### config.mk
export PLATFORM = sky130hd
export DESIGN_NAME = m31_add_arbiter
export DESIGN_NICKNAME = d
export VERILOG_FILES = /design/src/rtl/m31_add_arbiter.sv
export SDC_FILE = /design/constraint.sdc
export NUM_CORES = 1
export LEC_CHECK = 0
export ABC_AREA = 1
export BUFFER_PORTS_ARGS = -buffer_cell sky130_fd_sc_hd__buf_2
export CORE_ASPECT_RATIO = 1.25
export CORE_MARGIN = 2
export CORE_UTILIZATION = 40
export DETAILED_ROUTE_END_ITERATION = 16
export GPL_ROUTABILITY_DRIVEN = 0
export PLACE_DENSITY = 0.7
export SLEW_MARGIN = 10
export SYNTH_ARGS = -nofsm -noshare
export SYNTH_HDL_FRONTEND = slang
export SYNTH_SLANG_ARGS = --single-unit
export TNS_END_PERCENT = 100
### constraint.sdc
create_clock -name clk -period 7.9 [get_ports clk]
set_input_delay 1.975 -clock clk [delete_from_list [all_inputs] [get_ports clk]]
set_output_delay 1.975 -clock clk [all_outputs]
set_load 0.05 [all_outputs]
### src/rtl/m31_add_arbiter.sv
// Purpose: round-robin arbiter that shares one Mersenne-31 adder among NUM_REQ requesters.
// Latency: 1 cycle from request acceptance to rsp_valid_o; one operation per cycle when drained.
// Backpressure: a held result (rsp_valid_o=1, rsp_ready_i=0) blocks every grant; drain and fire overlap.
module m31_add_arbiter #(
    parameter int NUM_REQ = 4,
    parameter int ID_W    = (NUM_REQ > 1) ? $clog2(NUM_REQ) : 1
) (
    input  logic                   clk,
    input  logic                   rst_n,
    input  logic [NUM_REQ-1:0]     req_valid_i,
    output logic [NUM_REQ-1:0]     req_ready_o,
    input  logic [NUM_REQ*31-1:0]  req_a_i,
    input  logic [NUM_REQ*31-1:0]  req_b_i,
    output logic                   rsp_valid_o,
    input  logic                   rsp_ready_i,
    output logic [30:0]            rsp_data_o,
    output logic [ID_W-1:0]        rsp_id_o,
    output logic [15:0]            op_cnt_o
);

    logic [ID_W-1:0] ptr_q, ptr_d;
    logic            rsp_valid_q;
    logic [30:0]     rsp_data_q, rsp_data_d;
    logic [ID_W-1:0] rsp_id_q;
    logic [15:0]     op_cnt_q;

    logic            slot_free;
    logic            grant_vld;
    logic [ID_W-1:0] grant_id;
    logic            fire;
    logic [30:0]     a_sel, b_sel;
    logic [31:0]     sum_raw;
    logic [30:0]     sum_fold;

    // The output register can take a new result if empty or being drained this cycle.
    assign slot_free = !rsp_valid_q || rsp_ready_i;

    // Cyclic priority search starting at ptr_q; walking downward lets the closest requester win.
    always_comb begin
        int idx;
        grant_vld = 1'b0;
        grant_id  = '0;
        idx       = 0;
        for (int i = NUM_REQ - 1; i >= 0; i--) begin
            idx = int'(ptr_q) + i;
            if (idx >= NUM_REQ) begin
                idx = idx - NUM_REQ;
            end
            if (req_valid_i[idx]) begin
                grant_vld = 1'b1;
                grant_id  = ID_W'(idx);
            end
        end
    end

    // Reset gates acceptance so nothing is taken while the block is held in reset.
    assign fire = grant_vld && slot_free && rst_n;

    // One-hot ready to the granted requester and operand mux for the adder.
    always_comb begin
        req_ready_o = '0;
        a_sel       = '0;
        b_sel       = '0;
        for (int k = 0; k < NUM_REQ; k++) begin
            if (grant_id == ID_W'(k)) begin
                req_ready_o[k] = fire;
                a_sel          = req_a_i[k*31 +: 31];
                b_sel          = req_b_i[k*31 +: 31];
            end
        end
    end

    // End-around-carry addition; the all-ones pattern is the second encoding of zero, so fold it.
    always_comb begin
        sum_raw    = {1'b0, a_sel} + {1'b0, b_sel};
        sum_fold   = sum_raw[30:0] + {30'd0, sum_raw[31]};
        rsp_data_d = (sum_fold == 31'h7FFF_FFFF) ? 31'd0 : sum_fold;
    end

    // Pointer moves to the requester after the one just served.
    always_comb begin
        if (grant_id == ID_W'(NUM_REQ - 1)) begin
            ptr_d = '0;
        end else begin
            ptr_d = grant_id + 1'b1;
        end
    end

    // Result register, round-robin pointer and operation counter.
    always_ff @(posedge clk) begin
        if (!rst_n) begin
            rsp_valid_q <= 1'b0;
            rsp_data_q  <= '0;
            rsp_id_q    <= '0;
            ptr_q       <= '0;
            op_cnt_q    <= '0;
        end else if (fire) begin
            rsp_valid_q <= 1'b1;
            rsp_data_q  <= rsp_data_d;
            rsp_id_q    <= grant_id;
            ptr_q       <= ptr_d;
            op_cnt_q    <= op_cnt_q + 16'd1;
        end else if (rsp_ready_i) begin
            // Drained with nothing new: data and id keep their last values.
            rsp_valid_q <= 1'b0;
        end
    end

    assign rsp_valid_o = rsp_valid_q;
    assign rsp_data_o  = rsp_data_q;
    assign rsp_id_o    = rsp_id_q;
    assign op_cnt_o    = op_cnt_q;

endmodule

==> summary.txt <==
Die
  – # IOs: 309
  – Die area: 21,200 um^2
  – Core Box Area: between 15,000 and 20,000 um^2
  – Die X-Extent: approximately 130 um
  – Initial core utilization: 0.411
  – Row count: between 50 and 60
  – Die H: roughly 160 um

Worst hold path
  – Hold Path Depth: 2
  – HP Class: flop to flop

Clocking
  – Clk root buf: clkbuf_16
  – Clk buf depth: 2
  – CTS tree: built
  – CTS Buf Count: 5
  – Clock slew at reported path FFs: roughly 60 ps
  – Sink Count: 52
  – Clk_lat worst skew: between 200 and 300 ps
  – H-tree Lvls: 2

Logic synthesis
  – Synth Area in Simple Gates: 0.442
  – Mapped Cells: roughly 1,500
  – Distinct cells, synth: 40
  – Synth Net Count: ~1,800
  – Yosys reg bits: 52
  – Synth warn: 0
  – Synthesized area: roughly 8000 um^2
  – Complex-gate fraction of the synthesized area: 0.243
  – Seq/Total Area, Yosys: 0.130
  – Top-area cell type share of the netlist area: 0.222
  – Adder and majority gate portion of the synthesized area: 0.0617
  – Mux cell area share after synthesis: 0
  – Syn_area_per_cell: about 5.5 um^2
  – Largest family of logic cells by synthesized area: simple AND/OR/NAND/NOR gates
  – Synth Area in XOR/XNOR: 0.00655
  – Post-synth top area cell: nand2_1
  – Area contributors post-synth: nand2_1, dfxtp_1, inv_1

Drt
  – 1st-iter DRT viols: 776
  – Vias: 10,900
  – Final wirelength: roughly 31 mm
  – Vias per cell: a little over 5
  – Drc violations: 0
  – Post-route ant nets: 0
  – WL per Instance: roughly 15 um
  – DR pass1 iterations: 7

Global route
  – Total GRT Usage: 0.267
  – Vias in the first global route: slightly below 10,000
  – First-pass GRT wire length: 46.1 mm
  – Total gr overflow: 0
  – Largest net degree at the start of global routing: 66
  – Antenna violations before repair: 3

Cells and area
  – Final #Nets: around 2,100
  – Share of layout cells above drive strength 1: 0.329
  – Final Non-Filler Cells: 2,113
  – Synth-to-Final Area Change: 39.9%

STA
  – Final setup fails: 0
  – Rel. slew slack: 0.212
  – Total negative slack: 0 ps
  – Layout Skew: between 8 and 9 ps
  – Worst-margin pin slew: about 1200 ps
  – Final Cycle Share: 0.959
  – Fmax: between 100 and 150 MHz
  – Max-slew violation count: 0
  – Final worst path period need: roughly 7600 ps
  – Final Hold Viols: 0

Worst setup path
  – Critical Path Max Stage Delay: 320 ps
  – CP Capture Type: flop
  – Most frequent CP cell: nand2_1
  – Crit Path Max Fanout: 12
  – CP Data Arrival Time: roughly 7700 ps
  – Crit Path Category: input port to flop
  – CP Launch Type: input port
  – R2R cell count: 47
  – Crit path required time: between 8000 and 9000 ps
  – CP max-delay cell: ha_1

Place
  – Final HPWL DP: about 25 mm
  – Dpl cells: 2,078
  – Port Buffer Count: slightly above 300

Flow run
  – Max-Cap Viols: 0

Run status
  – Outcome: completed
## cell usage after synthesis, drive strengths merged
cell type,instances
a21o,1
nand3,91
a22oi,45
and2,1
fa,1
nor2,178
xor2,6
o21ai,68
dfxtp,52
o221ai,1
o31ai,18
a221oi,17
inv,179
nand3b,8
o21a,3
clkbuf,46
buf,13
nor3,15
ha,38
and3,3
nor4,1
a21oi,114
o21bai,35
clkinv,3
or2,5
nand2,498
nor3b,1
nand4,18
## cells by family after synthesis
kind of cell / Yosys count
AOI/OAI and AO/OA: 302
buffers and inverters: 241
DFF: 52
xor gates and xnor gates: 6
adders and majority gates: 39
and+or+nand+nor: 819
## layout by cell type (no fill, tap or decap), types with 33 or more instances in the layout
cell type  count
a21oi_1      112
a22oi_1       39
buf_2        308
buf_4        111
dfxtp_1       52
ha_1          33
inv_1        155
nand2_1      465
nand3_1       75
nor2_1       148
o21ai_0       60
## path summary, 6_finish.rpt
check,startpoint,end,slack [ps]
worst min register to register,rsp_data_o[20]$_SDFFE_PN0P_,rsp_data_o[20]$_SDFFE_PN0P_,460
worst max register to register,ptr_q[0]$_SDFFE_PN0P_,rsp_data_o[17]$_SDFFE_PN0P_,1440
worst max-delay path,req_valid_i[3],rsp_data_o[17]$_SDFFE_PN0P_,320
worst min-delay path,rsp_data_o[20]$_SDFFE_PN0P_,rsp_data_o[20]$_SDFFE_PN0P_,460
## metal layers
metal	routed length (um)	global-route usage	vias to the layer above
met5	0	0	-
met4	1230	0.112	0
met3	1990	0.0217	80
met2	15400	0.464	432
li1	-	-	5541
met1	12700	0.338	4799
## flip-flops by register name, indices dropped and copies added, names as in the netlist
| register | count |
|---|---|
| op_cnt_o | 16 |
| ptr_q | 2 |
| rsp_data_o | 31 |
| rsp_id_o | 2 |
| rsp_valid_o | 1 |
## cell type report
cell class | count | area, um^2
fill | 1988 | 8320
multi-input combinational | 1166 | 6290
timing repair buffer | 437 | 2730
inverter | 182 | 688
clock inverter | 2 | 12.5
sequential | 52 | 1040
antenna | 3 | 7.51
timing repair inverter | 1 | 6.26
tap | 265 | 332
clock buffer | 5 | 125
## repair_timing
action,in CTS,in global routing
hold endpoints to repair,0,0
setup buffers,0,16
endpoints found under the setup margin,0,31
hold buffers,0,0
resized for setup,0,71
## worst max-delay path, delay by kind of cell
| kind | cells | cell delay, ps |
|---|---|---|
| AO/OA/AOI/OAI | 10 | 1170 |
| adder cells (fa/ha/maj) | 3 | 740 |
| buffers and inverters | 9 | 1080 |
| AND/OR/NAND/NOR | 26 | 2690 |
## stage by stage
step | utilization | hold slack, ps | setup WS [ps] | instance area [um^2]
detailed placement | 0.539 | 453 | -114 | 10500
global placement | 0.539 | 450 | -33.3 | 10500
global route | 0.574 | 477 | -74.4 | 11200
finish | 0.574 | 461 | 325 | 11200
floorplan | - | 493 | 311 | 8020
CTS | 0.546 | 463 | 158 | 10700
Power is left out: the tool's default activity adds up to more than one toggle a clock period on the data nets, which glitch-free logic cannot reach.
